[src/rtl/vlc_stream_serializer_pkg.sv]
// Shared defaults and FSM state encoding for the VLC bit-stream serializer.
package vlc_stream_serializer_pkg;

  localparam int VLC_CODE_W     = 16;
  localparam int VLC_LEN_W      = 5;
  localparam int VLC_FIFO_DEPTH = 16;

  typedef enum logic {
    ST_IDLE  = 1'b0,
    ST_SHIFT = 1'b1
  } vlc_state_e;

endpackage

[src/rtl/vlc_sync_fifo.sv]
// Synchronous FIFO with registered write and combinational read data.
// Pointers carry one extra wrap bit so full and empty are distinguishable.
module vlc_sync_fifo #(
  parameter int DEPTH = 16,
  parameter int WIDTH = 21,
  parameter int CNT_W = $clog2(DEPTH) + 1
) (
  input  logic             clk,
  input  logic             rst,
  input  logic             push,
  input  logic [WIDTH-1:0] wr_data,
  input  logic             pop,
  output logic [WIDTH-1:0] rd_data,
  output logic             full,
  output logic             empty,
  output logic [CNT_W-1:0] count
);

  localparam int AW = $clog2(DEPTH);

  logic [WIDTH-1:0] mem [DEPTH];
  logic [CNT_W-1:0] wptr, rptr;

  always_ff @(posedge clk or negedge rst) begin
    if (!rst) begin
      wptr <= '0;
      rptr <= '0;
    end else begin
      if (push) wptr <= wptr + CNT_W'(1);
      if (pop)  rptr <= rptr + CNT_W'(1);
    end
  end

  always_ff @(posedge clk) begin
    if (push) mem[wptr[AW-1:0]] <= wr_data;
  end

  assign rd_data = mem[rptr[AW-1:0]];
  assign empty   = (wptr == rptr);
  assign full    = (wptr[AW] != rptr[AW]) && (wptr[AW-1:0] == rptr[AW-1:0]);
  assign count   = wptr - rptr;

endmodule

[src/rtl/vlc_stream_serializer.sv]
// Buffers {len, code} codewords and emits them as a valid/ready bit stream,
// MSB-first or LSB-first per word, with gapless word-to-word hand-off.
module vlc_stream_serializer
  import vlc_stream_serializer_pkg::*;
#(
  parameter int CODE_W = VLC_CODE_W,
  parameter int LEN_W  = VLC_LEN_W,
  parameter int DEPTH  = VLC_FIFO_DEPTH,
  parameter int CNT_W  = $clog2(DEPTH) + 1
) (
  input  logic                    clk,
  input  logic                    rst,
  input  logic [LEN_W+CODE_W-1:0] d_in,
  input  logic                    din_valid,
  output logic                    din_ready,
  input  logic                    lsb_first,
  output logic                    d_out,
  output logic                    dout_valid,
  input  logic                    dout_ready,
  output logic                    dout_last,
  output logic [CNT_W-1:0]        fifo_count,
  output logic                    fifo_full,
  output logic                    fifo_empty,
  output logic                    len_err
);

  localparam int WORD_W = LEN_W + CODE_W;

  vlc_state_e        state, state_nxt;
  logic [WORD_W-1:0] rd_word;
  logic [LEN_W-1:0]  rd_len, rd_len_eff, remaining;
  logic [CODE_W-1:0] rd_code, shreg;
  logic              order_lsb, push, pop, load, take, last_take;

  function automatic logic [LEN_W-1:0] clamp_len(input logic [LEN_W-1:0] l);
    if (int'(l) > CODE_W) return LEN_W'(CODE_W);
    return l;
  endfunction

  // Left-justify the active bits so MSB-first always shifts out of the top bit.
  function automatic logic [CODE_W-1:0] align_msb(input logic [CODE_W-1:0] c,
                                                  input logic [LEN_W-1:0]  l);
    int sh;
    sh = CODE_W - int'(l);
    return c << sh;
  endfunction

  vlc_sync_fifo #(
    .DEPTH (DEPTH),
    .WIDTH (WORD_W),
    .CNT_W (CNT_W)
  ) u_fifo (
    .clk     (clk),
    .rst     (rst),
    .push    (push),
    .wr_data (d_in),
    .pop     (pop),
    .rd_data (rd_word),
    .full    (fifo_full),
    .empty   (fifo_empty),
    .count   (fifo_count)
  );

  assign din_ready              = !fifo_full;
  assign push                   = din_valid && din_ready;
  assign {rd_len, rd_code}      = rd_word;
  assign rd_len_eff             = clamp_len(rd_len);
  assign take                   = (state == ST_SHIFT) && dout_ready;
  assign last_take              = take && (remaining == LEN_W'(1));
  assign pop                    = !fifo_empty && ((state == ST_IDLE) || last_take);
  assign load                   = pop && (rd_len != '0);

  always_ff @(posedge clk or negedge rst) begin
    if (!rst) state <= ST_IDLE;
    else      state <= state_nxt;
  end

  always_comb begin
    state_nxt = state;
    case (state)
      ST_IDLE:  if (load) state_nxt = ST_SHIFT;
      ST_SHIFT: if (last_take) state_nxt = load ? ST_SHIFT : ST_IDLE;
      default:  state_nxt = ST_IDLE;
    endcase
  end

  always_ff @(posedge clk or negedge rst) begin
    if (!rst) begin
      remaining <= '0;
      order_lsb <= 1'b0;
      len_err   <= 1'b0;
    end else begin
      len_err <= pop && (int'(rd_len) > CODE_W);
      if (load) begin
        remaining <= rd_len_eff;
        order_lsb <= lsb_first;
      end else if (take) begin
        remaining <= remaining - LEN_W'(1);
      end
    end
  end

  always_ff @(posedge clk) begin
    if (load)      shreg <= lsb_first ? rd_code : align_msb(rd_code, rd_len_eff);
    else if (take) shreg <= order_lsb ? (shreg >> 1) : (shreg << 1);
  end

  // Outputs are gated by the registered state so they read 0 whenever idle.
  assign dout_valid = (state == ST_SHIFT);
  assign d_out      = dout_valid && (order_lsb ? shreg[0] : shreg[CODE_W-1]);
  assign dout_last  = dout_valid && (remaining == LEN_W'(1));

endmodule

[config.mk]
export PLATFORM = sky130hd
export DESIGN_NAME = vlc_stream_serializer
export DESIGN_NICKNAME = d
export VERILOG_FILES = /design/src/rtl/vlc_stream_serializer_pkg.sv /design/src/rtl/vlc_sync_fifo.sv /design/src/rtl/vlc_stream_serializer.sv
export SDC_FILE = /design/constraint.sdc
export NUM_CORES = 1
export LEC_CHECK = 0
export BUFFER_PORTS_ARGS = -buffer_cell sky130_fd_sc_hd__buf_2
export CORE_ASPECT_RATIO = 0.7
export CORE_MARGIN = 5
export CORE_UTILIZATION = 65
export CTS_CLUSTER_DIAMETER = 200
export DETAILED_ROUTE_END_ITERATION = 8
export PLACE_DENSITY = 0.79
export SLEW_MARGIN = 20
export SYNTH_ARGS = -nofsm -noshare
export SYNTH_HDL_FRONTEND = slang
export SYNTH_SLANG_ARGS = --single-unit
[constraint.sdc]
create_clock -name clk -period 9.7 [get_ports clk]
set_input_delay 1.455 -clock clk [delete_from_list [all_inputs] [get_ports clk]]
set_output_delay 1.455 -clock clk [all_outputs]
set_load 0.01 [all_outputs]
Word level (Yosys, flattened, before mapping) --
Memory sizes are Yosys's and may differ from the RTL's. Index checks and enable logic that the tools add are counted.
Word-level totals: output and inout bits 12, bits in writable memories 336, memories 1, flip-flop bits (word level) 34, input bits 26
Cells by class: bitwise operators 1, add/subtract/negate cells 5, order comparisons 1, eq/ne operators 4, shift-type cells 1, reductions and logical operators 14, multiplexer cells 15
Memory list:
- u_fifo.mem | depth 16, width 21, read ports 1, clocked after memory_dff 0, write ports 1, RTL line vlc_sync_fifo.sv:21 | logic [WIDTH-1:0] mem [DEPTH];
Operators by type and width (count):
- 16-bit two-way mux | 4
- 16-bit by 32-bit left shift with 16-bit output | 1
- 5-bit two-way mux | 4
- 5-bit by 1-bit adder with 5-bit output (second input constant) | 2
- 1-bit logical AND | 9
- 1-bit two-way mux | 6
- 5-bit by 5-bit subtractor with 6-bit output (first input constant) | 1
- 5-bit by 1-bit == test with 1-bit output (second input constant) | 1
- 5-bit == test | 1
- 5-bit greater-than comparator (second input constant) | 1
- 5-bit nonzero test | 1
- 5-bit by 1-bit subtractor with 5-bit output (second input constant) | 1
- 5-bit subtractor | 1
- 4-bit == test | 1
- 1-bit logical NOT | 2
- 1-bit case mux with 2 select lines | 1
- 2-bit nonzero test | 1
- 1-bit logical OR | 1
- 1-bit inequality test | 1
- 1-bit inverter | 1

Depth between registers and ports, before layout --
Gate-level depths: netlist of run 1.
depth after elaboration 8, depth in mapped cells 17

Modules after synthesis --
Synthesis of run 1 repeated with hierarchy kept, for this count alone.
Second synthesis, totals: cells, all modules 944, area, all modules 16201.8 um^2
Modules (own cells, without submodules):
- vlc_sync_fifo | times used 1, area each 13850.8 um^2, cells an instance 691
- vlc_stream_serializer | times used 1, area each 2351.0 um^2, cells an instance 253

Least setup slack after synthesis of run 1 --
OpenSTA, ideal clock, no wires.
kind register -> register, from register u_fifo.rptr[2], to memory u_fifo.mem[3][0], enable pin, slack 5299 ps, cell stages (with the launch flop) 13, period minus slack after synthesis 4401 ps, arrival time 3975 ps, setup time 425 ps, path through dfrtp_1 buf_2 buf_2 buf_1 buf_2 inv_1 ha_1 nand4_1 nor2b_1 nor2b_1 clkbuf_1 nand2_1 nor3_1
Between the ends: word-level cells in the longest chain between the ends 6
RTL lines:
- start, declared | RTL line vlc_sync_fifo.sv:22 | logic [CNT_W-1:0] wptr, rptr;
- start signal, assigned | RTL line vlc_sync_fifo.sv:30 | if (pop) rptr <= rptr + CNT_W'(1);
- 4-bit == test | RTL line vlc_sync_fifo.sv:40 | assign full = (wptr[AW] != rptr[AW]) && (wptr[AW-1:0] == rptr[AW-1:0]);
- 1-bit logical AND | RTL line vlc_sync_fifo.sv:40
- via fifo_full | RTL line vlc_stream_serializer.sv:22 | output logic fifo_full,
- 1-bit logical NOT | RTL line vlc_stream_serializer.sv:64 | assign din_ready = !fifo_full;
- 1-bit logical AND | RTL line vlc_stream_serializer.sv:65 | assign push = din_valid && din_ready;
- 1-bit two-way mux | RTL line vlc_sync_fifo.sv:35 | if (push) mem[wptr[AW-1:0]] <= wr_data;
- 1-bit two-way mux (implied by the code) | RTL line vlc_sync_fifo.sv:35
- end, declared | RTL line vlc_sync_fifo.sv:21
The timed path passes the listed nets, and every way through them passes these cells.

Worst setup path after layout of run 1 --
from register u_fifo.rptr[0], to register shreg[8] (data pin)
Between the ends: word-level cells in the longest chain between the ends 8, elaborated cells between the ends (all ways) 13
RTL lines:
- memory 16 x 21 bit
- 5-bit greater-than comparator | RTL line vlc_stream_serializer.sv:36 | if (int'(l) > CODE_W) return LEN_W'(CODE_W);
- 1-bit two-way mux | RTL line vlc_stream_serializer.sv:36
- 5-bit two-way mux | RTL line vlc_stream_serializer.sv:37 | return l;
- 5-bit by 5-bit subtractor with 6-bit output | RTL line vlc_stream_serializer.sv:44 | sh = CODE_W - int'(l);
- 16-bit by 32-bit left shift with 16-bit output | RTL line vlc_stream_serializer.sv:45 | return c << sh;
- 16-bit two-way mux | RTL line vlc_stream_serializer.sv:104 | if (load) shreg <= lsb_first ? rd_code : align_msb(rd_code, rd_len_eff);
- 16-bit two-way mux * | RTL line vlc_stream_serializer.sv:104
- end signal, assigned | RTL line vlc_stream_serializer.sv:104
- end signal, assigned | RTL line vlc_stream_serializer.sv:105 | else if (take) shreg <= order_lsb ? (shreg >> 1) : (shreg << 1);
- end, declared | RTL line vlc_stream_serializer.sv:32 | logic [CODE_W-1:0] rd_code, shreg;
Mark *: on every way between the ends. The rest lies on a longest branch, timed or not. A chain may end at the register's enable or synchronous reset.

==> flow_summary.toml, run 1 <==
[timing]
setup_tns_ps = 0
hold_viol_final = 0
layout_min_cycle_time_ps = 5407
final_min_period_over_clock_period_pct = 55.74
fin_worst_skew_ps = 18.33
setup-violations-final = 0
report.final.slew_viol_count = 0
tightestPinTransition_ps = 943.0
slew_headroom_pct = 36.75
rsz_0062_raised_after_global_routing = "no"
max_freq_mhz = 184.9

[logic_synthesis]
synth-edff-count = 352
yosys_register_bits = 370
top_area_cell_type_share_of_the_netlist_area_pct = 67.26
post_synth_main_area_contributors = "sky130_fd_sc_hd__edfxtp_1, sky130_fd_sc_hd__mux4_2, sky130_fd_sc_hd__dfrtp_1"
syn-cell-area_sq_um = 15720
netlist-cell-type-count = 59
synthesis.area_per_instance_sq_um = 18.94
dominantRegCellSynth = "sky130_fd_sc_hd__edfxtp_1"
synth-warning-count = 0
async_flop_share_pct = 4.865
post_synthesis_instance_total = 830
mappedNetlistNets = 869
top_cell_type_by_total_area_after_synthesis = "sky130_fd_sc_hd__edfxtp_1"
synth-seq-area-share_pct = 70.12

[floorplanning]
pin_count = 38
core_area_sq_um = 23700
die_outline_area_sq_um = 27440
row_count = 47
floorplan.initialDensity_pct = 66.32
chipHeight_um = 140.1
overall_die_width_um = 195.9

[route]
wire_per_inst_um = 29.26
totalWireLength_um = 35940
drt-vias-per-instance = 6.800
first_pass_iters = 5
detailroute.via_count = 8351
ant_nets = 0
detail_route.drc_violations = 0
initialDrtViolationCount = 1051

[cts]
cts_post_setup_buffers_inserted = 0
cts.sinks = 370
cts_resized = 0
clkLatencyLatePin_ps = 520
cts_buffers = 35
cts_buffer_depth = 3
clk_root_buffer_cell = "sky130_fd_sc_hd__clkbuf_16"
cts_hold_repair.buffers = 0
cts_tree = "done"
cts_htree_levels = 2
cts.reportedPaths.clkPinSlew_ps = 70

[worst_setup_path]
r2r.worst_path.cells = 12
timing.critical_path.depth = 12
worst_r2r_startpoint = "u_fifo.rptr[0]"
cp.buffers_inverters = 2
critical_path.slowest_cell = "sky130_fd_sc_hd__dfrtp_4"
critical_path.cell_chain = "buf_4 > mux2_2 > nor3_2 > mux2_4 > inv_1 > ha_1 > o31ai_1 > nor3_1 > or4_1 > or4_1 > a2bb2o_2 > o211ai_2"
crit_required_ps = 10070
critical_path.max_fanout = 42
critical_path.top_delay_family = "simple AND/OR/NAND/NOR gates"
setup.worst_path.end_class = "flip-flop"
regToRegEndpoint = "shreg[8]"
arrival_ps = 5780
timing_worst_setup_path_type = "flip-flop to flip-flop"
regToRegSetupSlack_ps = 4290
cp-start-kind = "flip-flop"
cpMostUsedCell = "sky130_fd_sc_hd__or4_1"
cpPeakStageDelay_ps = 810

[layout]
flow.area_growth_from_synthesis_pct = 10.57
final_nets = 921
share_of_final_layout_standard_cells_stronger_than_drive_strength_1_pct = 27.61
final_cells = 1228

[grt]
pin_count_of_the_biggest_net_entering_global_routing = 65
residual_overflow_from_global_routing = 0
grt.total_usage_pct = 26.64
antenna_found_initial = 2
grt_pass1_wl_um = 53850
via_count_of_the_first_global_routing_pass = 8394

[min_path]
hold_path.class = "flip-flop to flip-flop"
hold_path_end = "u_fifo.rptr[4]"
min_path_cells = 1
min-delay-start = "u_fifo.rptr[4]"

[pwr]
total_leakage_power_uw = 0.005809
powerDensity_nw_per_um2 = 354.2
worst_ir_drop_vdd_mv = 0.2455

[placement]
gpl.final_weighted_congestion = 0.8813
io_buffers = 37
detailed_place_hpwl_um = 20990
dp_cells = 1163

[status]
status = "complete, no violations"

[job]
drv.max_cap_violation_count = 0
==> placed cells by master (no fill, tap or decap), types with 8 or more instances in the layout <==
cell                        count
sky130_fd_sc_hd__a21oi_1       15
sky130_fd_sc_hd__buf_2         37
sky130_fd_sc_hd__buf_4         20
sky130_fd_sc_hd__clkbuf_1       8
sky130_fd_sc_hd__clkbuf_16     36
sky130_fd_sc_hd__dfrtp_1       15
sky130_fd_sc_hd__edfxtp_1     352
sky130_fd_sc_hd__ha_1          12
sky130_fd_sc_hd__inv_1         14
sky130_fd_sc_hd__mux2_2        14
sky130_fd_sc_hd__mux2i_1       42
sky130_fd_sc_hd__mux4_2        95
sky130_fd_sc_hd__nand2_1       45
sky130_fd_sc_hd__nand3_1       11
sky130_fd_sc_hd__nor2_1        27
sky130_fd_sc_hd__nor2_2        12
sky130_fd_sc_hd__nor3_1         8
sky130_fd_sc_hd__o21ai_0       12
sky130_fd_sc_hd__xnor2_1       11
==> report_power, final <==
| group | internal (uW) | switching [uW] |
|---|---|---|
| registers | 2000 | 181 |
| logic | 1140 | 1510 |
| clock network | 742 | 583 |
==> worst max-delay path by stage <==
stage | start | slack [ps] | end
floorplan | u_fifo.rptr[2] | 5300 | u_fifo.mem[3][0]
global placement | u_fifo.rptr[1] | 4310 | shreg[8]
global route | u_fifo.rptr[0] | 3980 | shreg[8]
detailed placement | u_fifo.rptr[1] | 4210 | shreg[8]
finish | u_fifo.rptr[0] | 4290 | shreg[8]
CTS | u_fifo.rptr[1] | 4210 | shreg[8]
==> layout make-up <==
cell class	count	area (sq um)
well taps	318	397.9
multi-input cells	401	4438
clock buffers	44	930.9
inverters	16	60.06
fillers	1351	6321
flip-flops and latches	370	11030
repair buffers	58	346.6
clock inverters	20	172.7
diodes	1	2.502
==> worst reg2reg max path: stages (launching register included) <==
cell	delay, ps
sky130_fd_sc_hd__dfrtp_4	810
sky130_fd_sc_hd__buf_4	770
sky130_fd_sc_hd__mux2_2	490
sky130_fd_sc_hd__nor3_2	500
sky130_fd_sc_hd__mux2_4	390
sky130_fd_sc_hd__inv_1	90
sky130_fd_sc_hd__ha_1	340
sky130_fd_sc_hd__o31ai_1	380
sky130_fd_sc_hd__nor3_1	90
sky130_fd_sc_hd__or4_1	600
sky130_fd_sc_hd__or4_1	470
sky130_fd_sc_hd__a2bb2o_2	290
sky130_fd_sc_hd__o211ai_2	70
==> kinds of logic after synthesis <==
group | Yosys count | share of synthesized area (%)
XOR/XNOR | 18 | 1.123
AO/OA/AOI/OAI | 73 | 3.185
flip-flops | 370 | 70.12
adder cells (fa/ha/maj) | 13 | 1.083
AND/OR/NAND/NOR | 135 | 3.965
multiplexers | 162 | 18.51
buffers and inverters | 59 | 2.014
==> per-layer routing <==
metal	GRT usage, %	share of wire [%]	vias to the layer above
met5	0	0.019	-
met4	6.280	2.5	2
met3	5.593	9.8	64
met2	41.52	47	471
met1	39.90	40	4336
li1	-	-	3478
==> stage by stage <==
| step | setup WS, ps | instance area (sq um) | utilization [%] | total power (uW) | hold WS (ps) |
|---|---|---|---|---|---|
| final | 4293 | 17380 | 73.33 | 6156 | 495.8 |
| after global routing | 3981 | 17380 | 73.33 | 6437 | 517.7 |
| after CTS | 4210 | 17370 | 73.30 | 6133 | 496.0 |
| after detailed placement | 4212 | 16270 | 68.64 | 4801 | 483.1 |
| after global placement | 4308 | 16270 | 68.64 | 4751 | 477.1 |
| after floorplan | 5299 | 15720 | - | 4093 | 460.7 |
==> cell usage after synthesis, drive strengths merged (2+ instances only) <==
master,count
a211oi,4
a21o,6
a21oi,15
a221oi,3
a22oi,4
a31oi,3
a32oi,2
and2,2
and3,2
buf,28
clkbuf,15
dfrtp,18
edfxtp,352
ha,12
inv,16
mux2,22
mux2i,42
mux4,98
nand2,45
nand2b,6
nand3,11
nand4,4
nor2,39
nor2b,7
nor3,13
o211ai,6
o21a,2
o21ai,15
o221ai,4
o31ai,2
or2,2
or4,2
xnor2,12
xor2,6
==> state kept, by name (all words and copies together) (netlist names) <==
name         flops
len_err          1
dout_valid       1
u_fifo.wptr      5
u_fifo.mem     336
order_lsb        1
u_fifo.rptr      5
remaining        5
shreg           16
Note: power is estimated with default switching activity, not from simulation.
==> inputs of run 2 (changes only) <==
--- a/config.mk
+++ b/config.mk
@@ -8,10 +8,10 @@
 export BUFFER_PORTS_ARGS = -buffer_cell sky130_fd_sc_hd__buf_2
 export CORE_ASPECT_RATIO = 0.7
 export CORE_MARGIN = 5
-export CORE_UTILIZATION = 65
+export CORE_UTILIZATION = 56
 export CTS_CLUSTER_DIAMETER = 200
 export DETAILED_ROUTE_END_ITERATION = 8
-export PLACE_DENSITY = 0.79
+export PLACE_DENSITY = 0.72
 export SLEW_MARGIN = 20
 export SYNTH_ARGS = -nofsm -noshare
 export SYNTH_HDL_FRONTEND = slang
==> constraint.sdc (replaced) <==
create_clock -name clk -period 4.7 [get_ports clk]
set_input_delay 0.705 -clock clk [delete_from_list [all_inputs] [get_ports clk]]
set_output_delay 0.705 -clock clk [all_outputs]
set_load 0.01 [all_outputs]
==> flow_summary.toml, run 2 (synthesized netlist as in run 1, its figures left out) <==
[worst_setup_path]
cp-start-kind = "flip-flop"
setup.worst_path.end_class = "flip-flop"
cp.buffers_inverters = 1
worst_r2r_startpoint = "u_fifo.rptr[1]"
regToRegSetupSlack_ps = 340
critical_path.top_delay_family = "simple AND/OR/NAND/NOR gates"
critical_path.slowest_cell = "sky130_fd_sc_hd__dfrtp_4"
cpPeakStageDelay_ps = 590
arrival_ps = 4720
critical_path.cell_chain = "mux4_2 > mux2_4 > nor2b_4 > mux2_4 > inv_1 > ha_1 > o31ai_1 > nor3_1 > or4_1 > or4_1 > a2bb2o_2 > o211ai_2"
critical_path.max_fanout = 16
crit_required_ps = 5060
r2r.worst_path.cells = 12
regToRegEndpoint = "shreg[8]"
timing_worst_setup_path_type = "flip-flop to flip-flop"

[cts]
cts_buffer_depth = 3
cts_tree = "done"
cts.sinks = 370
clk_root_buffer_cell = "sky130_fd_sc_hd__clkbuf_16"
cts_resized = 0
cts_post_setup_buffers_inserted = 0
cts_buffers = 36
clkLatencyLatePin_ps = 540
cts_hold_repair.buffers = 0
cts.reportedPaths.clkPinSlew_ps = 60
cts_htree_levels = 2

[timing]
hold_viol_final = 0
max_freq_mhz = 229.4
rsz_0062_raised_after_global_routing = "no"
report.final.slew_viol_count = 0
tightestPinTransition_ps = 836.2
setup-violations-final = 0
slew_headroom_pct = 44.25
layout_min_cycle_time_ps = 4360
fin_worst_skew_ps = 28.40
final_min_period_over_clock_period_pct = 92.77
setup_tns_ps = 0

[floorplanning]
die_outline_area_sq_um = 31570
pin_count = 38
core_area_sq_um = 27760
chipHeight_um = 150.2
row_count = 51
floorplan.initialDensity_pct = 56.62
overall_die_width_um = 210.2

[route]
first_pass_iters = 5
detailroute.via_count = 8289
detail_route.drc_violations = 0
drt-vias-per-instance = 6.431
wirelength_met1_um = 15240
wire_per_inst_um = 28.07
ant_nets = 0
highest-signal-layer = "met5"
totalWireLength_um = 36190
dr_wl_met3_um = 3521
initialDrtViolationCount = 867
met2_wirelength_um = 16770

[min_path]
hold_path.class = "input port to async pin"

[status]
status = "complete, no violations"

[layout]
final_util_pct = 63.10
largest_reg_flops = 336
final_cell_area_sq_um = 17520
flow.area_growth_from_synthesis_pct = 11.45
share_of_final_layout_standard_cells_stronger_than_drive_strength_1_pct = 28.14
layout.cells.most_common = "sky130_fd_sc_hd__edfxtp_1"
final_nets = 933
layout_common_cells = "sky130_fd_sc_hd__edfxtp_1, sky130_fd_sc_hd__mux4_2, sky130_fd_sc_hd__nand2_1, sky130_fd_sc_hd__mux2i_1, sky130_fd_sc_hd__buf_2"

[placement]
detailed_place_hpwl_um = 21990
gpl.final_weighted_congestion = 0.8675
dpl-instance-area_sq_um = 16450
io_buffers = 37

[pwr]
total_leakage_power_uw = 0.005863
worst_ir_drop_vdd_mv = 0.4194
powerDensity_nw_per_um2 = 721.2

[job]
drv.max_cap_violation_count = 0

[grt]
grt_pass1_wl_um = 54540
pin_count_of_the_biggest_net_entering_global_routing = 56
residual_overflow_from_global_routing = 0
via_count_of_the_first_global_routing_pass = 8372
grt.total_usage_pct = 23.65
antenna_found_initial = 4
run 2: changes by cell type in the layout (fill, tap and decap cells not counted), sizes merged:
cell / previous run / this run
buf: 58 / 69
bufinv: 2 / 1
clkbuf: 44 / 42
clkinv: 14 / 15
clkinvlp: 3 / 0
inv: 17 / 19
run 2: worst max-delay path by stage:
stage / to / slack [ps] / startpoint / cells after the start
finish: shreg[8] / 340 / u_fifo.rptr[1] / 12
detailed placement: shreg[8] / 340 / u_fifo.rptr[1] / 12
global route: shreg[8] / 60 / u_fifo.rptr[1] / 12
global placement: shreg[9] / 430 / u_fifo.rptr[1] / 10
CTS: shreg[8] / 310 / u_fifo.rptr[1] / 12
floorplan: u_fifo.mem[3][0] / 300 / u_fifo.rptr[2] / 12
run 2: where the power goes:
part           leakage [uW]  internal, uW  total, uW  switching [uW]
clock              0.000521          1470       2660            1190
sequential          0.00341          4130       4450             323
combinational       0.00193          2450       5520            3070
total               0.00586          8050      12600            4580
run 2: metrics by stage:
step	cells	power (uW)	hold WS (ps)	setup WS [ps]
after CTS	1288	12680	101.1	307.9
after global routing	1288	13320	124.7	58.69
after detailed placement	1227	10020	490.7	344.7
final	1289	12630	114.5	339.9
after global placement	1227	9993	479.3	432.8
after floorplan	830	8447	409.4	299.3
run 2: layout make-up:
| cell class | instances | area, sq um |
|---|---|---|
| Antenna cell | 1 | 2.502 |
| Clock buffer | 42 | 923.4 |
| Clock inverter | 19 | 143.9 |
| Fill cell | 1899 | 10240 |
| Inverter | 16 | 60.06 |
| Multi-Input combinational cell | 401 | 4442 |
| Sequential cell | 370 | 11030 |
| Tap cell | 371 | 464.2 |
| Timing Repair Buffer | 69 | 450.4 |
run 2: routing by layer:
| layer | vias up | global-route usage [%] |
|---|---|---|
| met5 | - | 0 |
| met4 | 6 | 5.543 |
| met3 | 48 | 6.061 |
| met2 | 403 | 36.47 |
| met1 | 4338 | 34.77 |
| li1 | 3494 | - |
